## src/rtl/if_fetch_unit.sv

```systemverilog
// Instruction fetch stage: drives the I-memory request at pc_F and fills the IF/ID
// register, buffering a word that returns while decode is stalled.
module if_fetch_unit #(
    parameter logic [31:0] RESET_PC = 32'h0000_3000
) (
    input  logic        clk,
    input  logic        reset,
    input  logic [31:0] next_pc,
    input  logic        stall,
    input  logic        flush,
    output logic        imem_req,
    output logic [31:0] imem_addr,
    input  logic        imem_ready,
    input  logic [31:0] imem_rdata,
    output logic [31:0] pc_F,
    output logic [31:0] instr_D,
    output logic [31:0] pc_D,
    output logic [31:0] pc8_D,
    output logic        valid_D
);

    typedef enum logic {FETCH, HOLD} state_e;

    state_e      state_q, state_d;
    logic [31:0] pc_q, pc_d;
    logic [31:0] instr_q, instr_d;
    logic [31:0] pcd_q, pcd_d;
    logic [31:0] pc8_q, pc8_d;
    logic [31:0] buf_q, buf_d;
    logic        valid_q, valid_d;

    logic        word_avail;
    logic        advance;
    logic [31:0] word;

    // A word is ready for decode either from the stall buffer or straight from memory.
    assign word_avail = (state_q == HOLD) || imem_ready;
    assign word       = (state_q == HOLD) ? buf_q : imem_rdata;
    assign advance    = !stall && word_avail;

    always_ff @(posedge clk) begin
        if (reset) begin
            state_q <= FETCH;
        end else begin
            state_q <= state_d;
        end
    end

    always_comb begin
        state_d = state_q;
        case (state_q)
            FETCH:   if (stall && imem_ready) state_d = HOLD;
            HOLD:    if (!stall) state_d = FETCH;
            default: state_d = FETCH;
        endcase
    end

    always_comb begin
        imem_req = (state_q == FETCH);
    end

    always_comb begin
        pc_d    = pc_q;
        instr_d = instr_q;
        pcd_d   = pcd_q;
        pc8_d   = pc8_q;
        valid_d = valid_q;
        buf_d   = buf_q;
        if (!stall) begin
            if (advance) begin
                pc_d = next_pc & ~32'h3;
            end
            // Missing data and flush both produce a bubble; PCs of the last real instruction stay.
            if (advance && !flush) begin
                instr_d = word;
                pcd_d   = pc_q;
                pc8_d   = pc_q + 32'd8;
                valid_d = 1'b1;
            end else begin
                instr_d = '0;
                valid_d = 1'b0;
            end
        end else if (state_q == FETCH && imem_ready) begin
            buf_d = imem_rdata;
        end
    end

    always_ff @(posedge clk) begin
        if (reset) begin
            pc_q    <= RESET_PC;
            instr_q <= '0;
            pcd_q   <= '0;
            pc8_q   <= '0;
            valid_q <= 1'b0;
            buf_q   <= '0;
        end else begin
            pc_q    <= pc_d;
            instr_q <= instr_d;
            pcd_q   <= pcd_d;
            pc8_q   <= pc8_d;
            valid_q <= valid_d;
            buf_q   <= buf_d;
        end
    end

    assign pc_F      = pc_q;
    assign imem_addr = pc_q & ~32'h3;
    assign instr_D   = instr_q;
    assign pc_D      = pcd_q;
    assign pc8_D     = pc8_q;
    assign valid_D   = valid_q;

endmodule

```

## config.mk

```make
export PLATFORM = sky130hd
export DESIGN_NAME = if_fetch_unit
export DESIGN_NICKNAME = d
export VERILOG_FILES = /design/src/rtl/if_fetch_unit.sv
export SDC_FILE = /design/constraint.sdc
export NUM_CORES = 1
export LEC_CHECK = 0
export CORE_MARGIN = 4
export CORE_UTILIZATION = 45
export DETAILED_ROUTE_END_ITERATION = 12
export PLACE_DENSITY = 0.8
export REMOVE_ABC_BUFFERS = 1
export SETUP_SLACK_MARGIN = 0.3
export SYNTH_ARGS = -nofsm -noshare
export SYNTH_HDL_FRONTEND = slang
export SYNTH_SLANG_ARGS = --single-unit
```

## constraint.sdc

```tcl
create_clock -name clk -period 4.2 [get_ports clk]
set_clock_uncertainty 0.05 [all_clocks]
set_input_delay 0.84 -clock clk [delete_from_list [all_inputs] [get_ports clk]]
set_output_delay 0.84 -clock clk [all_outputs]
set_load 0.05 [all_outputs]
```

==> results of run 1 <==
per-stage QoR:
stage                     setup slack, ns  setup TNS [ns]   util  cell area [um2]  hold slack (ns)
after global routing                 1.13               0  0.649             9050            0.419
final                                1.37               0  0.649             9050            0.390
after CTS                            1.38               0  0.649             9050            0.392
after floorplan                     -1.18          -52.16      -             5930            0.380
after detailed placement            0.961               0  0.608             8470            0.383
after global placement              0.999               0  0.608             8470            0.379
layout by cell type, fill, tap and decap left out, types with 9 or more instances in the layout:
| cell | Yosys | final |
|---|---|---|
| nand2_1 | 224 | 224 |
| clkdlybuf4s50_1 | 0 | 219 |
| dfxtp_1 | 155 | 154 |
| a21oi_1 | 91 | 91 |
| o21ai_0 | 35 | 35 |
| mux2i_1 | 32 | 32 |
| nor2_1 | 30 | 29 |
| clkbuf_16 | 0 | 17 |
| a211oi_1 | 16 | 16 |
| nand3_1 | 13 | 13 |
| a311oi_1 | 12 | 12 |
| buf_4 | 39 | 11 |
| nor4_1 | 9 | 9 |
power by group:
part           switching [W]  internal (W)
combinational       0.000387      0.000214
clock               0.000596      0.000887
sequential         0.0000596       0.00153
cells by family after synthesis:
kind of cell             Yosys count  share of synthesized area
AO/OA/AOI/OAI                    165                      0.146
buffers and inverters            103                     0.0845
multiplexers                      32                     0.0498
flip-flops                       155                      0.483
AND/OR/NAND/NOR                  323                      0.219
other                              1                   0.000583
XOR/XNOR                          11                     0.0150
adder cells (fa/ha/maj)            1                    0.00195
per-layer routing:
| layer | track usage | up-vias | part of all wire |
|---|---|---|---|
| met5 | 0 | - | 0 |
| met4 | 0.0820 | 0 | 0.019 |
| met3 | 0.0824 | 26 | 0.092 |
| met2 | 0.365 | 214 | 0.46 |
| met1 | 0.270 | 2742 | 0.43 |
| li1 | - | 2957 | - |
state kept, by name (all words and copies together) (netlist names):
register / cells
pc8_D: 29
instr_D: 32
pc_F: 30
state_q: 1
pc_D: 30
buf_q: 32
valid_D: 1
Yosys cell counts (5+ instances only):
| cell | instances | area [um2] |
|---|---|---|
| a211oi_1 | 16 | 120 |
| nor2_1 | 30 | 113 |
| nand4_1 | 7 | 43.8 |
| nand2_1 | 224 | 841 |
| mux2i_1 | 32 | 320 |
| and4_1 | 8 | 70.1 |
| buf_4 | 39 | 293 |
| dfxtp_1 | 155 | 3100 |
| xnor2_1 | 7 | 61.3 |
| nor3_1 | 5 | 25.0 |
| o31ai_1 | 5 | 37.5 |
| nor4_1 | 9 | 56.3 |
| inv_1 | 5 | 18.8 |
| and2_1 | 5 | 31.3 |
| a311oi_1 | 12 | 105 |
| a21oi_1 | 91 | 455 |
| or4_1 | 6 | 45.0 |
| nand3_1 | 13 | 65.1 |
| clkbuf_1 | 45 | 169 |
| buf_1 | 6 | 22.5 |
| buf_2 | 8 | 40.0 |
| o21ai_0 | 35 | 175 |
path summary, 6_finish.rpt:
check             endpoint  startpoint  slack [ns]  cells after the start
max          imem_addr[19]    pc_F[19]        1.37                      1
min                valid_D     valid_D        0.39                      2
max reg2reg      pc8_D[28]     pc_F[8]        1.86                      4
min reg2reg        valid_D     valid_D        0.39                      2
cell type report:
| class | instances | area share |
|---|---|---|
| Timing Repair Buffer | 231 | 0.254 |
| Multi-Input combinational cell | 540 | 0.313 |
| Sequential cell | 155 | 0.343 |
| Clock buffer | 21 | 0.0498 |
| Clock inverter | 11 | 0.0134 |
| Inverter | 5 | 0.00207 |
| Tap cell | 180 | 0.0249 |
==> results.json, run 1 <==
{
  "grt_max_degree": 97,
  "powerDensity_nw_per_um2": 406,
  "die_area_um2": 16300,
  "path_delay_family": "buffers and inverters",
  "vias_per_cell": 5.20,
  "arrival_ns": 1.94,
  "syn-mean-instance-area_um2": 8.13,
  "hold_violations": 0,
  "worst-path-buf-inv": 1,
  "power_w": 0.00367,
  "clockBufferDepth": 2,
  "cts_made_buffers": 17,
  "ios": 231,
  "critical_path_class": "reg2out",
  "cap_violations": 0,
  "path_clk_slew_ns": 0.06,
  "ys_ff_latch": 155,
  "slew_headroom": 0.319,
  "syn_to_final_growth_pct": 40.7,
  "syn_inst": 791,
  "synthArstFlopShare": 0,
  "finalMaxSlewViolations": 0,
  "peakVddDrop_mv": 0.254,
  "cts.sinks": 155,
  "first_pass_iters": 4,
  "fmax_mhz": 353,
  "diodes": 0,
  "grt_util_all_layers": 0.224,
  "yosysUniqueCellTypes": 39,
  "port_buffers": 220,
  "crit_fanout": 13,
  "cp_cell_sequence": "clkdlybuf4s50_1",
  "cts_tree": "built",
  "root_buffer": "clkbuf_16",
  "critPathMaxStageDelay_ns": 0.90,
  "grt-ovfl-total": 0,
  "antenna_found_initial": 0,
  "dp_cells": 1111,
  "rsz0062_at_grt": "false",
  "floorplan.core_area_um2": 13900,
  "clock_latency_ns": 0.42,
  "slowest_stage": "clkdlybuf4s50_1",
  "first_global_vias": 5704,
  "die_y_um": 128,
  "grt_first_pass_wirelength_um": 29100,
  "post_cts_buffers": 0,
  "filler_cell_count": 1177,
  "crit_path_end_kind": "primary output",
  "synth_ff_type": "dfxtp_1",
  "fin_crit_ns": 2.83,
  "hold_buffers": 0,
  "regArea_um2": 3100,
  "vias": 5939,
  "drive_gt1_frac": 0.0519,
  "final_nets": 1020,
  "start_kind": "flip-flop",
  "drt_wl_total_um": 18200,
  "synth_edf_count": 0,
  "synth_warnings": 0,
  "worstMarginPinSlew_ns": 1.01,
  "status": "complete, no violations",
  "fp.dieW_um": 128,
  "worst_hold_path_type": "reg2reg",
  "drt_iter0_drc": 329,
  "postRouteAntennaNets": 0,
  "route.detailed.drc": 0,
  "cp.required_ns": 3.31,
  "start_util": 0.461,
  "leakage_nw": 3.09,
  "htree_levels": 4,
  "dp_hpwl_um": 12300,
  "place.gp.congestion": 0.785,
  "final_cells": 1143,
  "syn_area_um2": 6430,
  "num_rows": 43,
  "multi_input_area_um2": 2830,
  "ys_seq_area_frac": 0.483,
  "wl_per_cell_um": 15.9,
  "finalCritPeriodShare": 0.674,
  "setup_violations": 0,
  "cts_resized": 0
}
Power figures use the tool's default switching activity.
==> run 2, diff against run 1 <==
--- a/config.mk
+++ b/config.mk
@@ -6,9 +6,9 @@
 export NUM_CORES = 1
 export LEC_CHECK = 0
 export CORE_MARGIN = 4
-export CORE_UTILIZATION = 45
+export CORE_UTILIZATION = 41
 export DETAILED_ROUTE_END_ITERATION = 12
-export PLACE_DENSITY = 0.8
+export PLACE_DENSITY = 0.77
 export REMOVE_ABC_BUFFERS = 1
 export SETUP_SLACK_MARGIN = 0.3
 export SYNTH_ARGS = -nofsm -noshare
==> constraint.sdc (replaced) <==
create_clock -name clk -period 2.6 [get_ports clk]
set_clock_uncertainty 0.05 [all_clocks]
set_input_delay 0.52 -clock clk [delete_from_list [all_inputs] [get_ports clk]]
set_output_delay 0.52 -clock clk [all_outputs]
set_load 0.05 [all_outputs]
==> run 2 against run 1 <==
Against the previous run: via count grew 1.5%; non-clock buffer count grew 22; global-route usage shrank 1.4 points; sequential power grew 60%; power grew 63%; combinational power grew 66%; wire length grew 3.4%; first-iteration DRC count grew 12%; critical path depth is the same; critical endpoint unchanged; largest cell class unchanged; largest power group unchanged; utilization shrank 4.2 points.
==> results.json, run 2 (synthesis results as in run 1) <==
{
  "status": "complete, no violations",
  "cp.required_ns": 2.03,
  "final_nets": 1042,
  "clock_latency_ns": 0.42,
  "rsz0062_at_grt": "false",
  "htree_levels": 4,
  "worstMarginPinSlew_ns": 0.598,
  "worst_hold_path_type": "reg2reg",
  "postRouteAntennaNets": 0,
  "die_y_um": 133,
  "dp_cells": 1164,
  "drt_iter0_drc": 370,
  "drive_gt1_frac": 0.0792,
  "start_kind": "flip-flop",
  "worst-path-buf-inv": 1,
  "syn_to_final_growth_pct": 44.0,
  "fmax_mhz": 448,
  "grt-ovfl-total": 0,
  "start_util": 0.421,
  "critical_path_class": "reg2out",
  "crit_fanout": 3,
  "drt_wl_total_um": 18800,
  "layout_commonest_cell": "nand2_1",
  "slew_headroom": 0.600,
  "place.gp.congestion": 0.810,
  "final_area_um2": 9260,
  "final_cell_mix": "nand2_1, clkdlybuf4s50_1, dfxtp_1",
  "finalCritPeriodShare": 0.859,
  "setup_violations": 0,
  "port_buffers": 220,
  "place_area_um2": 8720,
  "fp.dieW_um": 133,
  "cts_tree": "built",
  "grt_first_pass_wirelength_um": 29800,
  "peakVddDrop_mv": 0.447,
  "cts.sinks": 155,
  "clockBufferDepth": 2,
  "wl_per_cell_um": 15.7,
  "vias_per_cell": 5.04,
  "route.detailed.drc": 0,
  "num_rows": 45,
  "grt_max_degree": 47,
  "first_global_vias": 5626,
  "leakage_nw": 3.53,
  "cp_cell_sequence": "clkdlybuf4s50_1",
  "crit_path_end_kind": "primary output",
  "power_w": 0.00599,
  "powerDensity_nw_per_um2": 646,
  "post-route-util": 0.607,
  "critPathMaxStageDelay_ns": 0.84,
  "diodes": 0,
  "place_ws_ns": 0.264,
  "die_area_um2": 17800,
  "path_clk_slew_ns": 0.06,
  "grt_util_all_layers": 0.210,
  "cts_made_buffers": 17,
  "fin_crit_ns": 2.23,
  "hold_violations": 0,
  "final_cells": 1196,
  "floorplan.core_area_um2": 15300,
  "layout_setup_ws_ns": 0.366,
  "first_pass_iters": 6,
  "ios": 231,
  "path_delay_family": "buffers and inverters",
  "dp_hpwl_um": 12800,
  "arrival_ns": 1.66,
  "finalMaxSlewViolations": 0,
  "antenna_found_initial": 0,
  "cap_violations": 0,
  "vias": 6030,
  "root_buffer": "clkbuf_16",
  "slowest_stage": "clkdlybuf4s50_1"
}
==> run 2: cell count changes in the layout (fill, tap and decap cells not counted), moves of 2 or more <==
cell and change:
clkdlybuf4s50_1 -57, dlygate4sd2_1 +50, buf_4 +19, dlymetal6s2s_1 +7, buf_12 +3, clkbuf_1 -3
inv_6 +2
==> run 2: metrics by stage <==
step	hold slack (ns)	TNS (ns)
3_3_place_gp	0.379	0
2_1_floorplan	0.380	-177.99
6_report	0.402	0
4_1_cts	0.399	0
3_5_place_dp	0.390	0
5_1_grt	0.419	0
==> run 2: final cells by class <==
class / count / area (um2)
multi-input combinational: 540 / 2840
tap: 211 / 264
timing repair buffer: 253 / 2450
inverter: 5 / 18.8
clock buffer: 18 / 439
clock inverter: 14 / 145
sequential: 155 / 3110
fill: 1359 / 6000
==> run 2: final timing paths <==
kind | from | endpoint | slack (ns) | cells past startpoint
worst max-delay path | pc_F[19] | imem_addr[19] | 0.37 | 1
worst min-delay path | pc_D[30] | pc_D[30] | 0.40 | 2
worst max register to register | pc_F[4] | pc8_D[31] | 0.45 | 5
worst min register to register | pc_D[30] | pc_D[30] | 0.40 | 2
==> run 2: what timing repair did <==
action	4_1_cts	5_1_grt
endpoints found under the setup margin	51	10
gates resized for setup	51	9
setup buffers	0	0
hold buffers	0	0
==> run 2: power by group <==
part / leakage (nW) / switching [W] / internal [W]
clock network: 0.278 / 0.00101 / 0.00144
registers: 1.26 / 0.0000708 / 0.00247
logic: 1.98 / 0.000656 / 0.000343
==> run 2: metal layers <==
layer,track usage,part of all wire,routed length [um]
met5,0,0,0
met2,0.342,0.47,8840
met4,0.0669,0.011,214
met3,0.0797,0.087,1640
met1,0.258,0.43,8120
==> run 3, diff against run 2 <==
--- a/config.mk
+++ b/config.mk
@@ -8,7 +8,7 @@
 export CORE_MARGIN = 4
 export CORE_UTILIZATION = 41
 export DETAILED_ROUTE_END_ITERATION = 12
-export PLACE_DENSITY = 0.77
+export PLACE_DENSITY_LB_ADDON = 0.15
 export REMOVE_ABC_BUFFERS = 1
 export SETUP_SLACK_MARGIN = 0.3
 export SYNTH_ARGS = -nofsm -noshare
==> run 3 against run 2 <==
Against the previous run: sequential share of layout area rose by 0.10 points; count of clock-buffer cells in the layout rose by 2; clock power rose by 3%; cell count fell by 0.33%; critical path depth rose by 1; critical endpoint is now imem_req; critical path type unchanged; largest power group unchanged.
==> results.json, run 3 (synthesis results as in run 1) <==
{
  "vias": 5870,
  "crit_path_end_kind": "primary output",
  "postRouteAntennaNets": 0,
  "regArea_um2": 3110,
  "first_pass_iters": 4,
  "diodes": 0,
  "powerDensity_nw_per_um2": 655,
  "ios": 231,
  "clock_latency_ns": 0.42,
  "syn_to_final_growth_pct": 43.6,
  "cp.required_ns": 2.03,
  "layout_setup_ws_ns": 0.383,
  "crit_fanout": 3,
  "floorplan.core_area_um2": 15300,
  "start_kind": "flip-flop",
  "post_cts_buffers": 0,
  "power_frac_comb": 0.162,
  "htree_levels": 4,
  "drt_iter0_drc": 288,
  "hold_depth": 2,
  "fp.dieW_um": 133,
  "arrival_ns": 1.65,
  "dp_hpwl_um": 12200,
  "die_area_um2": 17800,
  "setup_violations": 0,
  "power.share.clock": 0.417,
  "p_sw_frac": 0.279,
  "p_switching_w": 0.00169,
  "drt_wl_total_um": 18100,
  "root_buffer": "clkbuf_16",
  "grt_first_pass_wirelength_um": 29200,
  "cts_made_buffers": 17,
  "grt_util_all_layers": 0.203,
  "cap_violations": 0,
  "worst_hold_path_type": "reg2reg",
  "first_global_vias": 5786,
  "route.detailed.drc": 0,
  "place.gp.congestion": 0.767,
  "finalCritPeriodShare": 0.853,
  "finalMaxSlewViolations": 0,
  "final_cells": 1192,
  "rsz0062_at_grt": "false",
  "start_util": 0.421,
  "fin_crit_ns": 2.22,
  "status": "complete, no violations",
  "intPower_w": 0.00436,
  "hold_violations": 0,
  "final_cell_mix": "nand2_1, clkdlybuf4s50_1, dfxtp_1",
  "peakVddDrop_mv": 0.413,
  "r2r_cells": 4,
  "drive_gt1_frac": 0.0744,
  "final_nets": 1038,
  "port_buffers": 220,
  "place_ws_ns": 0.345,
  "grt-ovfl-total": 0,
  "slew_headroom": 0.600,
  "antenna_found_initial": 0,
  "vias_per_cell": 4.92,
  "path_clk_slew_ns": 0.06,
  "clockBufferDepth": 2,
  "whs_ns": 0.397,
  "power_frac_seq": 0.421,
  "layout_commonest_cell": "nand2_1",
  "wl_per_cell_um": 15.2,
  "dp_cells": 1160,
  "num_rows": 45,
  "critical_path_class": "reg2out",
  "leakage_nw": 3.54,
  "grt_max_degree": 56,
  "worstMarginPinSlew_ns": 0.600,
  "cts_tree": "built",
  "die_y_um": 133,
  "multi_input_area_um2": 2840,
  "fmax_mhz": 451,
  "filler_cell_count": 1417,
  "cts.sinks": 155
}
run 3: worst paths after layout:
| path | slack [ns] | startpoint | endpoint |
|---|---|---|---|
| setup / recovery | 0.38 | state_q | imem_req |
| hold / removal | 0.40 | valid_D | valid_D |
| setup reg to reg | 0.49 | pc_F[15] | pc8_D[30] |
| hold reg to reg | 0.40 | valid_D | valid_D |
run 3: cell type report:
| type | instances | share of cell area |
|---|---|---|
| repair buffers | 249 | 0.261 |
| clock buffers | 20 | 0.0495 |
| multi-input cells | 540 | 0.307 |
| inverters | 5 | 0.00203 |
| flip-flops and latches | 155 | 0.336 |
| clock inverters | 12 | 0.0159 |
| well taps | 211 | 0.0286 |
run 3: through the flow:
stage                      util  setup TNS (ns)  area (um2)  power (W)
after floorplan               -         -177.99        5930    0.00317
after detailed placement  0.568               0        8660    0.00361
final                     0.605               0        9230    0.00604
after global routing      0.605               0        9230    0.00628
after CTS                 0.603               0        9210    0.00610
after global placement    0.568               0        8660    0.00360
run 3: metal layers:
| layer | global-route usage | vias to the layer above | routed length (um) |
|---|---|---|---|
| li1 | - | 2990 | - |
| met1 | 0.263 | 2670 | 8120 |
| met2 | 0.315 | 192 | 8150 |
| met3 | 0.0759 | 18 | 1530 |
| met4 | 0.0623 | 0 | 313 |
| met5 | 0 | - | 0 |
run 3: power groups by stage:
| stage | Combinational (W) | Sequential [W] | Clock, W |
|---|---|---|---|
| floorplan | 0.000227 | 0.00294 | 0 |
| global placement | 0.00101 | 0.00259 | 0 |
| detailed placement | 0.00101 | 0.00260 | 0 |
| CTS | 0.000988 | 0.00254 | 0.00257 |
| global route | 0.00105 | 0.00256 | 0.00267 |
| finish | 0.000980 | 0.00254 | 0.00252 |
run 3: repair_timing:
item	CTS	global route
gates resized for setup	47	12
endpoints found under the hold margin	0	0
hold buffers	0	0
setup endpoints to repair	47	14
run 3: critical path, stage by stage (launching register included):
cell and delay [ns]:
dfxtp_2 0.31, inv_1 0.08, clkdlybuf4s50_1 0.84
